===== src/rtl/queue_pkg.sv =====
// -----------------------------------------------------------------------------
// queue_pkg
// Shared definitions for the stack and queue storage blocks.
//   DEFAULT_WIDTH : default bits per entry
//   DEFAULT_DEPTH : default number of entries (power of two, >= 2)
//   log2()        : pointer-width derivation, ceil(log2(n))
//   entry_t       : entry type at the default width
// -----------------------------------------------------------------------------
package queue_pkg;

    localparam int unsigned DEFAULT_WIDTH = 2;
    localparam int unsigned DEFAULT_DEPTH = 256;

    // ceil(log2(n)); evaluated at elaboration time to size pointers.
    function automatic int unsigned log2(input int unsigned n);
        int unsigned r;
        r = 0;
        for (int i = 0; i < 32; i++) begin
            if ((64'd1 << i) < 64'(n)) begin
                r = i + 1;
            end
        end
        return r;
    endfunction

    typedef logic [DEFAULT_WIDTH-1:0] entry_t;

endpackage


===== src/rtl/queue_mem.sv =====
// -----------------------------------------------------------------------------
// queue_mem
// DEPTH x WIDTH register file: one synchronous write port and one
// asynchronous read port. Contents are never reset.
//   clk   : rising-edge clock
//   we    : write enable
//   waddr : write address
//   wdata : write data
//   raddr : read address
//   rdata : read data, combinational from raddr and the array
// -----------------------------------------------------------------------------
module queue_mem #(
    parameter int unsigned WIDTH = 2,
    parameter int unsigned DEPTH = 256,
    parameter int unsigned AW    = 8
) (
    input  logic             clk,
    input  logic             we,
    input  logic [AW-1:0]    waddr,
    input  logic [WIDTH-1:0] wdata,
    input  logic [AW-1:0]    raddr,
    output logic [WIDTH-1:0] rdata
);

    logic [WIDTH-1:0] mem_q [DEPTH];

    always_ff @(posedge clk) begin
        if (we) begin
            mem_q[waddr] <= wdata;
        end
    end

    // A read of the slot being written in the same cycle returns the old
    // contents; the queue relies on this when popping and pushing while full.
    assign rdata = mem_q[raddr];

endmodule


===== src/rtl/fifo_queue.sv =====
// -----------------------------------------------------------------------------
// fifo_queue
// First-in/first-out buffer built as a circular buffer over queue_mem, with
// separate read/write pointers and an occupancy counter. The dequeued value
// is held in a register; status pulses last one cycle.
//   clk       : rising-edge clock
//   rst       : asynchronous reset, active low
//   in        : data to enqueue
//   push      : enqueue request
//   pop       : dequeue request
//   out       : most recently dequeued entry (registered)
//   out_valid : pulse, out was updated at the last edge
//   empty     : count == 0 (combinational)
//   full      : count == DEPTH (combinational)
//   count     : number of stored entries
//   overflow  : pulse, a push was rejected because the queue was full
//   underflow : pulse, a pop was rejected because the queue was empty
// -----------------------------------------------------------------------------
module fifo_queue
    import queue_pkg::*;
#(
    parameter int unsigned WIDTH = DEFAULT_WIDTH,
    parameter int unsigned DEPTH = DEFAULT_DEPTH,
    localparam int unsigned AW   = log2(DEPTH)
) (
    input  logic             clk,
    input  logic             rst,
    input  logic [WIDTH-1:0] in,
    input  logic             push,
    input  logic             pop,
    output logic [WIDTH-1:0] out,
    output logic             out_valid,
    output logic             empty,
    output logic             full,
    output logic [AW:0]      count,
    output logic             overflow,
    output logic             underflow
);

    localparam logic [AW:0] FULL_COUNT = (AW + 1)'(DEPTH);

    logic [AW-1:0]    rd_ptr_q, rd_ptr_d;
    logic [AW-1:0]    wr_ptr_q, wr_ptr_d;
    logic [AW:0]      count_q, count_d;
    logic [WIDTH-1:0] out_q, out_d;
    logic             out_valid_q, out_valid_d;
    logic             overflow_q, overflow_d;
    logic             underflow_q, underflow_d;

    logic             pop_ok;
    logic             push_ok;
    logic [WIDTH-1:0] rdata;

    // Flags come from the counter only, so pointer equality never has to
    // distinguish full from empty.
    assign empty = (count_q == '0);
    assign full  = (count_q == FULL_COUNT);

    // A pop from a full queue frees a slot, so the same-cycle push may use it.
    assign pop_ok  = pop & ~empty;
    assign push_ok = push & (~full | pop_ok);

    queue_mem #(
        .WIDTH (WIDTH),
        .DEPTH (DEPTH),
        .AW    (AW)
    ) u_mem (
        .clk   (clk),
        .we    (push_ok),
        .waddr (wr_ptr_q),
        .wdata (in),
        .raddr (rd_ptr_q),
        .rdata (rdata)
    );

    always_comb begin
        rd_ptr_d    = rd_ptr_q;
        wr_ptr_d    = wr_ptr_q;
        count_d     = count_q;
        out_d       = out_q;
        out_valid_d = 1'b0;
        overflow_d  = push & ~push_ok;
        underflow_d = pop & ~pop_ok;

        if (pop_ok) begin
            out_d       = rdata;
            rd_ptr_d    = rd_ptr_q + 1'b1;
            out_valid_d = 1'b1;
        end

        if (push_ok) begin
            wr_ptr_d = wr_ptr_q + 1'b1;
        end

        case ({push_ok, pop_ok})
            2'b10:   count_d = count_q + 1'b1;
            2'b01:   count_d = count_q - 1'b1;
            default: count_d = count_q;
        endcase
    end

    always_ff @(posedge clk or negedge rst) begin
        if (!rst) begin
            rd_ptr_q    <= '0;
            wr_ptr_q    <= '0;
            count_q     <= '0;
            out_q       <= '0;
            out_valid_q <= 1'b0;
            overflow_q  <= 1'b0;
            underflow_q <= 1'b0;
        end else begin
            rd_ptr_q    <= rd_ptr_d;
            wr_ptr_q    <= wr_ptr_d;
            count_q     <= count_d;
            out_q       <= out_d;
            out_valid_q <= out_valid_d;
            overflow_q  <= overflow_d;
            underflow_q <= underflow_d;
        end
    end

    assign out       = out_q;
    assign out_valid = out_valid_q;
    assign count     = count_q;
    assign overflow  = overflow_q;
    assign underflow = underflow_q;

endmodule

===== config.mk =====
export PLATFORM = sky130hd
export DESIGN_NAME = fifo_queue
export DESIGN_NICKNAME = d
export VERILOG_FILES = /design/src/rtl/queue_pkg.sv /design/src/rtl/queue_mem.sv /design/src/rtl/fifo_queue.sv
export SDC_FILE = /design/constraint.sdc
export NUM_CORES = 1
export LEC_CHECK = 0
export BUFFER_PORTS_ARGS = -buffer_cell sky130_fd_sc_hd__buf_2
export CELL_PAD_IN_SITES_DETAIL_PLACEMENT = 0
export CELL_PAD_IN_SITES_GLOBAL_PLACEMENT = 1
export CORE_MARGIN = 3
export CORE_UTILIZATION = 46
export DETAILED_ROUTE_END_ITERATION = 12
export PLACE_DENSITY = 0.69
export RECOVER_POWER = 50
export SYNTH_ARGS = -nofsm -noshare
export SYNTH_HDL_FRONTEND = slang
export SYNTH_SLANG_ARGS = --single-unit

===== constraint.sdc =====
create_clock -name clk -period 3.17 [get_ports clk]
set_input_delay 0.951 -clock clk [delete_from_list [all_inputs] [get_ports clk]]
set_output_delay 0.951 -clock clk [all_outputs]
set_load 0.01 [all_outputs]

# Yosys cells after proc, flatten, opt, wreduce, memory -nomap -nowiden
# Memory sizes are Yosys's and may differ from the RTL's. A register that Yosys moved wholly into a read port is not among the register bits.
# Index checks and enable logic that the tools add are counted.
dict set report word_totals {
  regBits 28
  ramBits 512
  in_bits 6
  output_inout_bits 16
  wordCells 30
  n_memories 1
}
dict set report classes {
  n_addsub 4
  n_eq_ne 3
  n_mux 4
  bitwise 9
  reduce_logical 3
}
# name words width rd rd_clocked_by_memory_dff wr line
set mem_list {}
lappend mem_list {u_mem.mem_q 256 2 1 1 1 queue_mem.sv:25} ;# logic [WIDTH-1:0] mem_q [DEPTH];
# cell count
set op_table {}
lappend op_table {{case mux 9 bit (2 select lines)} 1}
lappend op_table {{adder 8 x 1 -> 8 bit (second input constant)} 2}
lappend op_table {{adder 9 x 1 -> 9 bit (second input constant)} 1}
lappend op_table {{equality test 9 bit (second input constant)} 1}
lappend op_table {{logical NOT 9 bit} 1}
lappend op_table {{subtractor 9 x 1 -> 9 bit (second input constant)} 1}
lappend op_table {{AND 1 bit} 4}
lappend op_table {{inverter 1 bit} 4}
lappend op_table {{two-way mux 1 bit} 3}
lappend op_table {{equality test 2 x 1 -> 1 bit (second input constant)} 1}
lappend op_table {{equality test 2 bit (second input constant)} 1}
lappend op_table {{nonzero test 2 bit} 1}
lappend op_table {{logical NOT 1 bit} 1}
lappend op_table {{bitwise OR 1 bit} 1}

# Depth between registers and ports, before layout
# Gate-level depths: netlist (run 1).
dict set report depth {
  word_depth 7
  depth_mapped 13
}

# Hierarchy
# Synthesis (run 1) repeated with hierarchy kept, for this count alone.
dict set report hier_totals {
  cells_unflattened 1387
  hier_area_um2 22988.3
}
# mod instances cells_each area_each_um2
set modules_own_cells {}
lappend modules_own_cells {queue_mem 1 1240 21341.7}
lappend modules_own_cells {fifo_queue 1 147 1646.6}

# Least setup slack after synthesis (run 1)
# OpenSTA, ideal clock, no wires.
dict set report synth_timing {
  path_kind {register to register}
  from {reg count_q[0], in the netlist count[0]}
  to {reg count_q[8], in the netlist count[8]}
  arrival_ps 3293
  setup_slack_ps -252
  path_stages_with_launch 14
  period_less_slack_ps 3422
  path_cell_list {dfrtp_1 > nor4_1 > nand2_1 > o21ai_1 > nand2b_1 > inv_1 > fa_1 > a21o_1 > a21oi_1 > nor2b_1 > o21a_1 > o41a_1 > mux2i_1 > xor2_1}
}
dict set report synth_between {
  elab_chain_len 7
  word_cells_on_any_way 13
  classes_between {2 x add/sub; 3 x eq/ne; 1 x mux; 5 x bitwise; 2 x reduce/logical}
}
# item line
set synth_lines {}
lappend synth_lines {{from (decl)} fifo_queue.sv:44} ;# logic [AW:0] count_q, count_d;
lappend synth_lines {{from (signal assigned)} fifo_queue.sv:114} ;# count_q <= count_d;
lappend synth_lines {{logical NOT 9 bit} fifo_queue.sv:56} ;# assign empty = (count_q == '0);
lappend synth_lines {{inverter 1 bit} fifo_queue.sv:60} ;# assign pop_ok = pop & ~empty;
lappend synth_lines {{AND 1 bit} fifo_queue.sv:60}
lappend synth_lines {{bitwise OR 1 bit} fifo_queue.sv:61} ;# assign push_ok = push & (~full | pop_ok);
lappend synth_lines {{AND 1 bit} fifo_queue.sv:61}
lappend synth_lines {{equality test 2 x 1 -> 1 bit / equality test 2 bit (equally long branches)} fifo_queue.sv:95} ;# case ({push_ok, pop_ok})
lappend synth_lines {{case mux 9 bit (2 select lines) / nonzero test 2 bit (equally long branches)} n/a}
# Parallel ways exist; a longest one is shown, timed or not.
# A chain may end at the register's enable or synchronous reset.

# Worst setup path after layout (run 1)
dict set report layout_timing {
  from {reg count_q[4], in the netlist count[4]}
  to {reg count_q[7], in the netlist count[7]}
}
# The elaborated chain is that of the path after synthesis.

==> metrics.md, run 1 <==
| Metric | Value |
|---|---|
| Wire length of the first global-routing pass | `80500 um` |
| Worst-case clock skew | `0.0176 ns` |
| Final setup violation count | `0` |
| Path type of the worst min-delay path | `reg2reg` |
| Area share of the largest cell type after synthesis | `0.687` |
| 1st-iter DRT viols | `1054` |
| Critical path fanouts, max | `4` |
| RD Place Congestion | `0.800` |
| Number of buffers created by CTS | `56` |
| Number of buffers inserted by post-CTS setup repair | `0` |
| Number of H-tree branching levels | `2` |
| Number of routed nets with antenna violations | `0` |
| Top-Level Pins | `22` |
| Clock period minus worst slack | `3.02 ns` |
| Hold violation count in the final report | `0` |
| Wire length on met2 | `26500 um` |
| Number of placement rows | `80` |
| Count of yosys warnings during synthesis | `0` |
| Setup tns final | `0 ns` |
| Footprint of the multi-input gates | `5870 um^2` |
| Min-Delay Startpoint | `rd_ptr_q[7]` |
| Normalized max-slew margin | `-0.675` |
| Starting Density | `0.467` |
| Layout overhead on the synthesized area | `13.8%` |
| Critical Path Start Type | `flop` |
| Via total after detailed routing | `12100` |
| Clock edge transition at the registers on the reported setup and hold paths | `0.06 ns` |
| Die area | `51300 um^2` |
| # port buffers | `21` |
| List of cells traversed by the critical path | `nor4_4 -> nand2_2 -> o21ai_4 -> nand2b_4 -> inv_2 -> ha_1 -> a21o_1 -> a21oi_2 -> o21bai_1 -> a211o_1 -> a31oi_1 -> xnor2_1 -> mux2_2` |
| Proportion of layout cells with a drive suffix above 1 | `0.229` |
| R2r endpoint | `count[7]` |
| Die Span Y | `227 um` |
| Worst Max-Slew Pin Slew | `2.51 ns` |
| Post-synth cell types | `54` |
| Register-to-Register Path Depth | `13` |
| Cell type with the largest total area after synthesis | `edfxtp_1` |
| Total iterations of the first detailed-routing run | `5` |
| Post-DR wirelength/cell | `26.2 um` |
| Core region area | `47900 um^2` |
| Capturing element type of the critical path | `flop` |
| Detailed-routed wire length on met3 | `3210 um` |
| Total chip power | `21.1 mW` |
| Antenna violations before repair | `0` |
| Vias per Instance | `5.86` |
| Pwr Density | `828 nW/um^2` |
| Die W | `227 um` |
| Post-Syn Instances | `1316` |
| Maxcap violations | `2` |
| Share of the yosys chip area belonging to registers | `0.720` |
| Synthesized netlist net count | `1335` |
| Leakage power | `8.10 nW` |
| Final Slew Violations | `118` |
| Failing checks | `capacitance limit, slew limit` |
| Number of flops mapped to enable cells by yosys | `512` |
| Highest layer used for signal routing | `met4` |
| Dpl ws | `0.0219 ns` |
| Register cell area after layout | `16100 um^2` |
| Worst EP arrival | `3.51 ns` |
| Unrepaired setup endpoints after global routing | `true` |
| Antenna Diode Count | `0` |
| Max Clock Freq | `331 MHz` |
| CTS tree | `yes` |
| Cell type of the slowest stage on the worst timing path | `dfrtp_2` |
| Worst setup path class | `reg2reg` |
| Final worst-path setup slack | `0.149 ns` |
| Worst ir drop on vdd | `0.000502 V` |
| Top_reg_cell synth | `edfxtp_1` |
| Deepest clock path buffer count | `3` |
| Launching point of the worst reg2reg path | `count[4]` |
| Clock tree root driver cell | `clkbuf_16` |
| Worst hold slack | `0.503 ns` |
| Final HPWL from detailed placement | `33800 um` |
| Post-synth ARST share | `0.0554` |
| Fillcell total | `3840` |
| Slowest Stage Delay on Critical Path | `0.44 ns` |
| Slack of the worst reg-to-reg path | `0.15 ns` |
| Congestion Overflow GR | `0` |
| Count of cells along the worst hold path | `1` |
| Pin count of the biggest net entering global routing | `113` |
| Outcome | `complete, but fails checks` |
| Area of the mapped netlist | `22400 um^2` |
| Total global routing track utilization | `0.216` |
| Synth area leaders | `edfxtp_1 69%, mux4_2 13%, nor2_1 4.8%, dfrtp_1 3.4%, mux2i_1 1.3%` |
| Wire length on met1 | `22900 um` |
| Vias in the first global route | `12500` |
| Drt drc | `0` |
| Endpoint of the worst hold path | `rd_ptr_q[7]` |
| Placed cell count | `1956` |
| Worst-Skew Late Latency | `0.61 ns` |
| Routed WL | `53900 um` |
| Sink count of the clock tree | `542` |
| Post-route fraction of the period consumed by the critical path | `0.953` |
| Nets | `1418` |
| Final Instance Count excl. Fillers | `2058` |
| Required @ worst endpoint | `3.66 ns` |
| Avg Inst Size Synth | `17.0 um^2` |
| Worst Setup SP | `count[4]` |
| FF+latch count, synth | `542` |
==> layout by cell type (no fill, tap or decap), types with 5 or more instances in the layout <==
master and n:
dfrtp_1 25, nor2_1 284, buf_12 13, ha_1 12
mux2i_1 30, o22ai_1 8, clkbuf_1 20, a21oi_1 12
edfxtp_1 512, clkinv_1 10, o21ai_0 5, nor2b_1 12
nand2_1 48, inv_1 9, buf_2 18, nand4_1 6
xor2_1 8, a211oi_1 6, clkinv_2 11, clkbuf_16 57
a22oi_1 8, mux4_2 127, nor3_1 14, buf_4 73
xnor2_1 14, nand3_1 15
==> final cells by class <==
cell class                      count  share of cell area
Clock buffer                       74              0.0589
Clock inverter                     28             0.00938
Inverter                           10             0.00147
Multi-Input combinational cell    680               0.230
Sequential cell                   542               0.634
Tap cell                          615              0.0302
Timing Repair Buffer              109              0.0361
==> sequential cells by signal, summed over array words and instances (netlist names) <==
name / count
count: 9
out: 2
out_valid: 1
overflow: 1
rd_ptr_q: 8
u_mem.mem_q: 512
underflow: 1
wr_ptr_q: 8
==> report_power, final <==
group	leakage [nW]	internal [mW]	switching, mW	total (mW)
Sequential	4.96	8.07	0.357	8.42
Combinational	2.28	2.83	3.55	6.38
Clock	0.857	3.64	2.66	6.29
==> critical path, delay by kind of cell (launching register included) <==
kind,cells,cell delay (ns)
buffers and inverters,1,0.06
adders and majority gates,1,0.27
AOI/OAI and AO/OA,6,1.09
and+or+nand+nor,3,0.68
DFF,1,0.44
muxes,1,0.26
xor gates and xnor gates,1,0.08
==> stage by stage <==
stage / util / area (um^2)
detailed placement: 0.495 / 23700
floorplan: - / 22400
global route: 0.531 / 25500
CTS: 0.531 / 25500
global placement: 0.495 / 23700
finish: 0.531 / 25500
==> logic make-up after synthesis <==
logic type	Yosys count	share of synthesized area
DFF	542	0.720
and+or+nand+nor	403	0.0741
muxes	161	0.143
buffers and inverters	94	0.0197
AOI/OAI and AO/OA	81	0.0264
xor gates and xnor gates	22	0.00861
adders and majority gates	13	0.00760
==> cell usage after synthesis (7+ instances only) <==
cell	number
buf_2	14
a22oi_1	8
o22ai_1	8
mux4_2	127
ha_1	12
xnor2_1	14
edfxtp_1	512
nand2_1	49
xor2_1	8
nor2_1	284
clkbuf_1	53
inv_1	10
nand3_1	15
nor3_1	14
a21oi_1	14
nor2b_1	12
buf_4	7
dfrtp_1	30
mux2i_1	30
==> worst max path at each step <==
stage | slack [ns] | cells past startpoint | to
detailed placement | 0.02 | 12 | count[8]
global placement | 0.06 | 12 | count[8]
CTS | 0.003 | 13 | count[8]
global route | -0.01 | 13 | count[8]
finish | 0.15 | 13 | count[7]
floorplan | 0.009 | 13 | count[8]
==> what timing repair did <==
action / 4_1_cts / 5_1_grt
hold buffers: 0 / 0
resized for setup: 0 / 6
endpoints found under the setup margin: 0 / 2
==> routing by layer <==
metal / up-vias / global-route usage
li1: 5288 / -
met1: 6292 / 0.299
met2: 391 / 0.354
met3: 86 / 0.0417
met4: 0 / 0.0581
met5: - / 0
(Power assumes the default switching activity.)
==> run 2: changes to the inputs <==
- PLACE_DENSITY: 0.69 -> 0.67
- clock period: 3.17 -> 3.1 ns (I/O delays scaled with it)
==> metrics.md, run 2 (synthesis results as in run 1) <==
| Metric | Value |
|---|---|
| Setup tns final | `0 ns (unchanged)` |
| Placed cell count | `1964 (+0.41%)` |
| Layout overhead on the synthesized area | `13.7%` |
| Worst hold slack | `0.525 ns (+0.0222 ns)` |
| Worst Max-Slew Pin Slew | `2.11 ns (-0.405 ns)` |
| Top-Level Pins | `22 (unchanged)` |
| Number of H-tree branching levels | `2 (unchanged)` |
| Final setup violation count | `0 (unchanged)` |
| Failing checks | `capacitance limit, slew limit` |
| Worst EP arrival | `3.49 ns (-0.02 ns)` |
| Vias per Instance | `5.87 (+0.19%)` |
| Antenna Diode Count | `0 (unchanged)` |
| Post-DR wirelength/cell | `26.4 um (+0.56%)` |
| Maxcap violations | `2 (unchanged)` |
| Leakage power | `8.08 nW (-0.20%)` |
| # port buffers | `21 (unchanged)` |
| Post-route fraction of the period consumed by the critical path | `0.957 (+0.00414)` |
| Normalized max-slew margin | `-0.405 (+0.270)` |
| CTS tree | `yes` |
| Fillcell total | `3848 (+0.21%)` |
| Sink count of the clock tree | `542 (unchanged)` |
| Launching point of the worst reg2reg path | `count[3]` |
| Proportion of layout cells with a drive suffix above 1 | `0.233 (+0.00351)` |
| Drt drc | `0 (unchanged)` |
| Worst-Skew Late Latency | `0.61 ns (about the same)` |
| Count of cells along the worst hold path | `1 (unchanged)` |
| Worst ir drop on vdd | `0.000383 V (-24%)` |
| Final Instance Count excl. Fillers | `2062 (+0.19%)` |
| Total chip power | `21.4 mW (+1.6%)` |
| Core region area | `47900 um^2 (unchanged)` |
| Utilization after layout | `0.531 (-0.000548)` |
| Required @ worst endpoint | `3.63 ns (-0.03 ns)` |
| Total iterations of the first detailed-routing run | `5 (unchanged)` |
| Total of hold buffers inserted after clock tree synthesis | `0 (unchanged)` |
| Starting Density | `0.467 (unchanged)` |
| Capturing element type of the critical path | `flop` |
| RD Place Congestion | `0.842 (+5.3%)` |
| Final HPWL from detailed placement | `34700 um (+2.5%)` |
| Clock period minus worst slack | `2.97 ns (-0.0539 ns)` |
| Antenna violations before repair | `0 (unchanged)` |
| Wire length of the first global-routing pass | `82000 um (+1.9%)` |
| Pwr Density | `843 nW/um^2 (+1.8%)` |
| Critical Path Start Type | `flop` |
| Commonest non-fill, non-tap cell in the layout | `edfxtp_1` |
| Total global routing track utilization | `0.219 (+0.00308)` |
| Worst Setup SP | `count[3]` |
| Largest register FFs | `512 (unchanged)` |
| Commonest non-fill, non-tap cells in the layout | `512 x edfxtp_1, 284 x nor2_1, 127 x mux4_2` |
| Number of placement rows | `80 (unchanged)` |
| Nets | `1428 (+0.71%)` |
| Die W | `227 um (unchanged)` |
| Outcome | `complete, but fails checks` |
| Number of routed nets with antenna violations | `0 (unchanged)` |
| Vias in the first global route | `12700 (+2.1%)` |
| Die Span Y | `227 um (unchanged)` |
| Final Slew Violations | `103 (-13%)` |
| Critical path fanouts, max | `4 (unchanged)` |
| Path type of the worst min-delay path | `reg2reg` |
| Clock edge transition at the registers on the reported setup and hold paths | `0.06 ns (about the same)` |
| Worst setup path class | `reg2reg` |
| Routed WL | `54400 um (+0.75%)` |
| Endpoint of the worst hold path | `rd_ptr_q[7]` |
| Clock tree root driver cell | `clkbuf_16` |
| Worst-case clock skew | `0.0159 ns (-0.00170 ns)` |
| Deepest clock path buffer count | `3 (unchanged)` |
| Register-to-Register Path Depth | `13 (unchanged)` |
| R2r endpoint | `count[8]` |
| Unrepaired setup endpoints after global routing | `true` |
| Pin count of the biggest net entering global routing | `94 (-17%)` |
| Via total after detailed routing | `12100 (+0.38%)` |
| Hold violation count in the final report | `0 (unchanged)` |
| Congestion Overflow GR | `0 (unchanged)` |
| Number of buffers created by CTS | `56 (unchanged)` |
| Die area | `51300 um^2 (unchanged)` |
| Max Clock Freq | `337 MHz (+1.8%)` |
| Slack of the worst reg-to-reg path | `0.13 ns (-0.02 ns)` |
| 1st-iter DRT viols | `1242 (+18%)` |
| Min-Delay Startpoint | `rd_ptr_q[7]` |
| Largest register by flop count | `u_mem.mem_q` |
run 2: changes by cell type in the layout (fill, tap and decap cells not counted), moves of 3 or more:
cell | previous run | this run
bufinv_16 | 4 | 1
buf_4 | 73 | 81
clkinv_2 | 11 | 8
clkbuf_1 | 20 | 24
clkinv_1 | 10 | 5
inv_6 | 3 | 0
run 2: what timing repair did:
item / in CTS / in global routing
gates resized for setup: 0 / 5
setup endpoints to repair: 0 / 2
buffers inserted: 0 / 2
run 2: per-stage QoR:
| step | setup WS [ns] | area (um^2) |
|---|---|---|
| after floorplan | 0.0466 | 22400 |
| after global placement | 0.0702 | 23800 |
| after detailed placement | 0.0388 | 23800 |
| after CTS | 0.0448 | 25500 |
| after global routing | -0.0570 | 25400 |
| final | 0.133 | 25400 |
run 2: critical path, cell delays in order (launching register included):
cell,delay [ns]
dfrtp_2,0.44
nor4_4,0.37
nand2_2,0.13
o21ai_4,0.14
nand2b_4,0.16
inv_4,0.05
fa_2,0.34
a21o_1,0.19
a21oi_2,0.15
nor2b_1,0.07
o21a_1,0.18
o41a_1,0.32
mux2i_1,0.19
xor2_1,0.15
run 2: layout make-up:
| type | instances | area, um^2 | share of cell area |
|---|---|---|---|
| clock buffers | 80 | 1520 | 0.0598 |
| clock inverters | 16 | 104 | 0.00408 |
| inverters | 10 | 40.0 | 0.00157 |
| multi-input cells | 680 | 5880 | 0.231 |
| flip-flops and latches | 542 | 16100 | 0.634 |
| well taps | 615 | 769 | 0.0302 |
| repair buffers | 119 | 996 | 0.0391 |
run 2: worst max path at each step:
stage | to | slack, ns
after floorplan | count[8] | 0.05
after detailed placement | count[8] | 0.04
after CTS | count[8] | 0.04
after global placement | count[8] | 0.07
after global routing | count[8] | -0.06
final | count[8] | 0.13
run 2: per-layer routing:
layer / global-route usage / vias up / share of wire
met5: 0 / - / 0
met4: 0.0721 / 0 / 0.028
met3: 0.0363 / 87 / 0.051
met2: 0.347 / 328 / 0.48
met1: 0.313 / 6390 / 0.44
li1: - / 5298 / -
run 2: power breakdown:
part / switching (mW) / internal, mW / total [mW] / leakage (nW)
sequential: 0.414 / 8.25 / 8.66 / 4.96
clock: 2.68 / 3.46 / 6.14 / 0.789
combinational: 3.60 / 3.05 / 6.64 / 2.33
